**src/rtl/dottori_scandoubler.sv**
```systemverilog
// Scan doubler: ping-pong line buffers replay each source line twice at 2x the pixel rate.
// Optional feature macro DOTTORI_SCANLINES_EN blanks the colour of every repeated (rep=1) line.
module dottori_scandoubler #(
  parameter int LINE_LEN = 256,
  parameter int HS_WIDTH = 16
) (
  input  logic CLK_8M,
  input  logic RESET,
  input  logic PIX_CE,
  input  logic RED,
  input  logic GREEN,
  input  logic BLUE,
  input  logic H_SYNC,
  input  logic V_SYNC,
  input  logic H_BLANK,
  input  logic V_BLANK,
  output logic VGA_R,
  output logic VGA_G,
  output logic VGA_B,
  output logic VGA_HS,
  output logic VGA_VS,
  output logic VGA_BLANK,
  output logic LOCKED
);

  localparam logic [7:0] X_LAST = 8'(LINE_LEN - 1);
  localparam logic [8:0] HS_LIM = 9'(HS_WIDTH);

  // Entry layout {BLANK, B, G, R}
  logic [3:0] line_mem [2][LINE_LEN];

  logic       hs_prev;
  logic       hedge;
  logic       wr_en;
  logic [3:0] wr_data;
  logic [7:0] in_x;
  logic       in_full;
  logic       wsel;
  logic [7:0] out_x;
  logic       rep;
  logic       vs_cap;
  logic       vs_out;
  logic       locked;

  logic [3:0] rd_p0;
  logic [7:0] x_p0;
  logic       vs_p0;
  logic       locked_p0;
  logic       hs_p0;
  logic       blank_p0;
  logic [2:0] rgb_p0;
`ifdef DOTTORI_SCANLINES_EN
  logic       rep_p0;
`endif

  assign hedge   = PIX_CE & H_SYNC & ~hs_prev;
  assign wr_en   = PIX_CE & ~hedge & locked & ~in_full;
  assign wr_data = {H_BLANK | V_BLANK, BLUE, GREEN, RED};
  assign LOCKED  = locked;

  always_ff @(posedge CLK_8M) begin
    if (RESET) begin
      hs_prev   <= 1'b0;
      in_x      <= '0;
      in_full   <= 1'b0;
      wsel      <= 1'b0;
      out_x     <= '0;
      rep       <= 1'b0;
      vs_cap    <= 1'b0;
      vs_out    <= 1'b0;
      locked    <= 1'b0;
      locked_p0 <= 1'b0;
    end else begin
      locked_p0 <= locked;
      if (PIX_CE) hs_prev <= H_SYNC;
      // A source line start beats both the write counter and any read-side wrap
      if (hedge) begin
        in_x    <= '0;
        in_full <= 1'b0;
        wsel    <= ~wsel;
        out_x   <= '0;
        rep     <= 1'b0;
        vs_out  <= vs_cap;
        vs_cap  <= V_SYNC;
        locked  <= 1'b1;
      end else begin
        if (wr_en) begin
          if (in_x == X_LAST) in_full <= 1'b1;
          else                in_x    <= in_x + 8'd1;
        end
        if (out_x == X_LAST) begin
          out_x <= '0;
          rep   <= ~rep;
        end else begin
          out_x <= out_x + 8'd1;
        end
      end
    end
  end

  always_ff @(posedge CLK_8M) begin
    if (wr_en) line_mem[wsel][in_x] <= wr_data;
  end

  // Stage p0: buffer read, with position and sync state carried alongside
  always_ff @(posedge CLK_8M) begin
    rd_p0  <= line_mem[~wsel][out_x];
    x_p0   <= out_x;
    vs_p0  <= vs_out;
`ifdef DOTTORI_SCANLINES_EN
    rep_p0 <= rep;
`endif
  end

  always_comb begin
    hs_p0    = ({1'b0, x_p0} < HS_LIM);
    blank_p0 = rd_p0[3] | hs_p0;
    rgb_p0   = blank_p0 ? 3'b000 : rd_p0[2:0];
`ifdef DOTTORI_SCANLINES_EN
    if (rep_p0) rgb_p0 = 3'b000;
`endif
  end

  // Stage p1: output register, held at the idle pattern until the first line start
  always_ff @(posedge CLK_8M) begin
    if (RESET || !locked_p0) begin
      VGA_R     <= 1'b0;
      VGA_G     <= 1'b0;
      VGA_B     <= 1'b0;
      VGA_HS    <= 1'b0;
      VGA_VS    <= 1'b0;
      VGA_BLANK <= 1'b1;
    end else begin
      VGA_R     <= rgb_p0[0];
      VGA_G     <= rgb_p0[1];
      VGA_B     <= rgb_p0[2];
      VGA_HS    <= hs_p0;
      VGA_VS    <= vs_p0;
      VGA_BLANK <= blank_p0;
    end
  end

endmodule
```
**config.mk**
```make
export PLATFORM = sky130hd
export DESIGN_NAME = dottori_scandoubler
export DESIGN_NICKNAME = d
export VERILOG_FILES = /design/src/rtl/dottori_scandoubler.sv
export SDC_FILE = /design/constraint.sdc
export NUM_CORES = 2
export LEC_CHECK = 0
export CAP_MARGIN = 0
export CORE_MARGIN = 3
export CORE_UTILIZATION = 30
export CTS_BUF_LIST = sky130_fd_sc_hd__clkbuf_16
export CTS_CLUSTER_SIZE = 25
export DETAILED_ROUTE_END_ITERATION = 10
export PLACE_DENSITY = 0.44
export SYNTH_ARGS = -nofsm -noshare
export SYNTH_HDL_FRONTEND = slang
export SYNTH_SLANG_ARGS = --single-unit
```
**constraint.sdc**
```tcl
create_clock -name CLK_8M -period 9.4 [get_ports CLK_8M]
set_clock_uncertainty 0.15 [all_clocks]
set_input_delay 2.35 -clock CLK_8M [delete_from_list [all_inputs] [get_ports CLK_8M]]
set_output_delay 2.35 -clock CLK_8M [all_outputs]
set_load 0.005 [all_outputs]
```
After elaboration in Yosys (flattened, before gate mapping)

Memory sizes are Yosys's and may differ from the RTL's.
Cells that the tools add are included.

Register bits after elaboration: 42
Bits in writable memories: 2,048
Bits of input ports: 10
Output and inout bits: 7
Word-level logic and storage cells: 56
Memories: 1

Add/sub/neg operators: 2
Magnitude comparators: 4
Equality and inequality tests: 2
Muxes and demuxes: 7
Bitwise gates (word level): 14
Reduce and logical (&&, ||, !) cells: 8

Memories:

| memory   | words | bits a word | rd ports | clocked after memory_dff | wr ports | line | RTL |
|---|---|---|---|---|---|---|---|
| line_mem | 2     | 1,024       | 1        | 0                        | 1        | 30   | `logic [3:0] line_mem [2][LINE_LEN];` |

Operators by type and width:

| cell                | number |
|---|---|
| $mux 1024           | 1 |
| $bmux 4 s8          | 1 |
| $demux 4 s8         | 1 |
| $ge 9x9->1 const B  | 2 |
| $not 8->9           | 2 |
| $add 8x1->8 const B | 2 |
| $eq 8x8->1 const B  | 2 |
| $mux 4              | 3 |
| $lt 9x1->1 const B  | 1 |
| $lt 8x5->1 const B  | 1 |
| $and 1x1->1         | 5 |
| $not 1->1           | 5 |
| $reduce_and 2->1    | 2 |
| $reduce_or 2->1     | 2 |
| $reduce_or 3->1     | 1 |
| $or 1x1->1          | 2 |
| $logic_and 1x1->1   | 1 |
| $logic_not 1->1     | 1 |
| $logic_or 1x1->1    | 1 |
| $mux 1              | 1 |

Longest topological paths before layout

Depth in word-level cells: 8
Gate-level depth with buffers: 13
Mapped depth without buffers: 7

Least setup slack after synthesis

Ideal clock, no wire load.

Kind: in2reg
From: in H_BLANK
To: mem line_mem[0][1003] (netlist name) (data pin)
Library setup time: 910 ps
Data arrival time: 5,773 ps
Required time: 8,340 ps
Slack: 2,568 ps
Stages on the path: 1
Path buffers: 0
Cells stage by stage: or2_2

Cells in the longest elaborated chain, start to end: 1

Ends and longest elaborated chain:

| what            | line | RTL |
|---|---|---|
| start, declared | 15   | `input logic H_BLANK,` |
| $or 1x1->1      | 58   | `assign wr_data = {H_BLANK \| V_BLANK, BLUE, GREEN, RED};` |
| end, declared   | 30   |  |

No other way between the ends.

Worst setup path in the final report

From: in PIX_CE
To: mem line_mem[0][480] (netlist name) (enable)

Cells in the longest elaborated chain, start to end: 8

Ends and longest elaborated chain:

| what                              | line | RTL |
|---|---|---|
| start, declared                   | 9    | `input logic PIX_CE,` |
| $and 1x1->1 (2 in series)         | 56   | `assign hedge = PIX_CE & H_SYNC & ~hs_prev;` |
| $not 1->1                         | 57   | `assign wr_en = PIX_CE & ~hedge & locked & ~in_full;` |
| $and 1x1->1 * (3 in series)       | 57   |  |
| $mux 1 *                          | 102  | `if (wr_en) line_mem[wsel][in_x] <= wr_data;` |
| $mux 1024 (not written as such) * | 102  |  |

Mark *: on every way between the ends. The rest lies on a longest branch, timed or not.

==> impl_metrics.csv <==
group,metric,value,unit
worst_setup_path,end_kind,"flop",
power,fin_total_pwr,20.2,mW
placed_design,place_area,86500,um2
layout,mostFrequentLayoutCells,"edfxtp_1 (2048), nor2_1 (576), mux4_2 (480)",
sta,hold_violations,0,
yosys,synth-async-reset-ratio,0,
worst_hold_path,min_path_type,"reg -> reg",
sta,period_needed,5.62,ns
global_route,grt_antenna_before_repair,11,
clock_network,cts_buffers,226,
yosys,synth_edf_count,2048,
placed_design,dp_slack,3.00,ns
yosys,ys_ff_latch,2086,
detailed_routing,firstDrtPassIters,5,
worst_setup_path,startpoint_type,"input pin",
layout,multi_input_area,18700,um2
sta,slew_headroom,0.0714,
detailed_routing,num_vias,41300,
global_route,grt_usage,0.173,
clock_network,clock_path_buffers,4,
clock_network,clockRootBuffer,"clkbuf_16",
layout,layout_commonest_cell,"edfxtp_1",
floorplanning,ios,17,
flow_run,cap_viol_max_count,0,
layout,register_area,62300,um2
layout,nFillCells,25500,
sta,setup_ws,3.78,ns
clock_network,post_cts_resized,0,
sta,fmax,178,MHz
sta,fin_tns_setup,0,ns
detailed_routing,routed_wl,244,mm
sta,report.final.slew_viol_count,0,
sta,tightest_slew,1.38,ns
power,vdd_ir_drop_max,167,uV
floorplanning,core-area,272000,um2
sta,period_share,0.598,
detailed_routing,drc,0,
clock_network,clkSlewWorstSetupHoldPaths,0.06,ns
worst_setup_path,path_class,"in -> reg",
floorplanning,dieArea,281000,um2
floorplanning,die_x,530,um
clock_network,clk_latency,0.87,ns
layout,fin_nets,4268,
global_route,gr-total-overflow,0,
power,power_leakage,28.3,nW
clock_network,post-cts-setup-buffers,0,
worst_setup_path,worst-path-max-fanout,18,
yosys,synthCells,4214,
floorplanning,dieHeight,530,um
detailed_routing,viasPerCell,5.16,
clock_network,postCtsHoldBufs,0,
power,power_density,215,nW/um2
global_route,grt_max_degree,190,
floorplanning,rows,191,
detailed_routing,dr.first_iter.drc_count,4127,
clock_network,tritoncts,"done",
yosys,yosysSeqAreaShare,0.756,
status,status,"completed",
yosys,synthesis.area,82300,um2
worst_setup_path,worstPathArrival,5.94,ns
placed_design,routabilityCongestion,0.766,
detailed_routing,antenna_left,0,
yosys,yosysWarnings,0,
yosys,ys.flop_type,"edfxtp_1",
layout,syn2layout_area_growth,13.9,%
global_route,grt_pass1_wl,346,mm
layout,postLayoutCellArea,93800,um2
sta,setup-violations-final,0,
clock_network,numClockSinks,2086,
detailed_routing,drt-wirelength-per-cell,30.5,um
yosys,avgSynthCellArea,19.5,um2
placed_design,io_buffer_count,16,
floorplanning,start_util,0.303,
yosys,synth.distinct_cells,75,
sta,rsz0062_at_grt,"no",
layout,drive_above_1_share,0.214,
worst_setup_path,worstPathRequired,9.72,ns
yosys,synth_fp_nets,4229,
clock_network,htree_levels,4,
placed_design,place.detailed.hpwl,143,mm
global_route,grt_pass1_vias,42900,
per-stage QoR:
stage | utilization | std cells | hold slack (ns)
2_1_floorplan | - | 4214 | 0.180
3_3_place_gp | 0.318 | 7595 | 0.200
3_5_place_dp | 0.318 | 7595 | 0.192
4_1_cts | 0.345 | 8005 | 0.203
5_1_grt | 0.345 | 8006 | 0.214
6_report | 0.345 | 8007 | 0.202
cells in the mapped netlist, types with 4 or more instances:
library cell	instances	share of area
edfxtp_1	2048	0.75
nor2_1	578	0.026
mux4_2	480	0.13
clkbuf_1	139	0.0063
mux2i_1	129	0.016
nand2_1	101	0.0046
buf_2	72	0.0044
a22oi_1	65	0.0059
nand3_1	45	0.0027
o21ai_0	43	0.0026
a21oi_1	40	0.0024
dfxtp_1	38	0.0092
buf_4	36	0.0033
a221oi_1	33	0.0035
nor3_1	28	0.0017
nor2b_1	26	0.0020
o22ai_1	25	0.0019
buf_6	23	0.0031
a31oi_1	19	0.0014
nand2b_1	17	0.0013
a211oi_1	14	0.0013
and2_1	12	0.00091
buf_1	12	0.00055
mux2_2	12	0.0016
nor4_1	11	0.00084
a2111oi_0	10	0.0011
inv_1	10	0.00046
and3_1	9	0.00068
o221ai_1	9	0.00096
xnor2_1	8	0.00085
or2_2	7	0.00053
a22o_1	6	0.00064
o2111ai_1	6	0.00064
o311ai_0	6	0.00064
a221o_1	5	0.00061
a311oi_1	5	0.00053
ha_1	5	0.00076
nand4_1	5	0.00038
nor3b_1	5	0.00046
o211ai_1	5	0.00046
o22a_1	4	0.00043
xor2_1	4	0.00043
worst paths after layout:
check        cells after the start           startpoint  slack [ns]                    endpoint
max                              8               PIX_CE        3.78  line_mem[0][480]$_DFFE_PP_
min                              0  vs_out$_SDFFE_PP0P_        0.20               vs_p0$_DFF_P_
max reg2reg                      9  out_x[1]$_SDFF_PP0_        3.95            rd_p0[1]$_DFF_P_
min reg2reg                      0  vs_out$_SDFFE_PP0P_        0.20               vs_p0$_DFF_P_
power by group:
part	internal (mW)	switching, mW	leakage, nW
clock network	5.10	3.72	3.67
registers	10.2	0.0313	19.3
logic	0.413	0.697	5.32
total	15.7	4.44	28.3
metal layers:
metal	track usage	share of wire
met4	0.0442	0.024
met1	0.247	0.45
met2	0.275	0.47
met5	0	0.000066
met3	0.0272	0.057
registers in the layout (all words and copies together), names as in the netlist, 4 cells and up:
| name | flops |
|---|---|
| in_x | 8 |
| x_p0 | 4 |
| out_x | 8 |
| line_mem | 2048 |
| rd_p0 | 4 |
layout make-up:
class | instances | share of cell area
sequential | 2086 | 0.664
multi-input combinational | 1829 | 0.199
clock buffer | 226 | 0.0603
tap | 3570 | 0.0476
clock inverter | 184 | 0.0171
timing repair buffer | 98 | 0.0108
inverter | 12 | 0.000534
antenna | 2 | 0.0000534
worst max-delay path: stages:
cell and delay [ns]:
clkdlybuf4s50_1 0.45, and3b_1 0.29, nor3_2 0.47, buf_4 0.42, and2_1 0.41, nand2_2 0.48
buf_4 0.49, nor2_1 0.53
cell families after synthesis:
| group | Yosys count | synth area share |
|---|---|---|
| flip-flops | 2086 | 0.756 |
| AND/OR/NAND/NOR | 863 | 0.0444 |
| multiplexers | 624 | 0.150 |
| AO/OA/AOI/OAI | 325 | 0.0283 |
| buffers and inverters | 299 | 0.0192 |
| XOR/XNOR | 12 | 0.00128 |
| adder cells (fa/ha/maj) | 5 | 0.000760 |
Power figures use the tool's default switching activity.
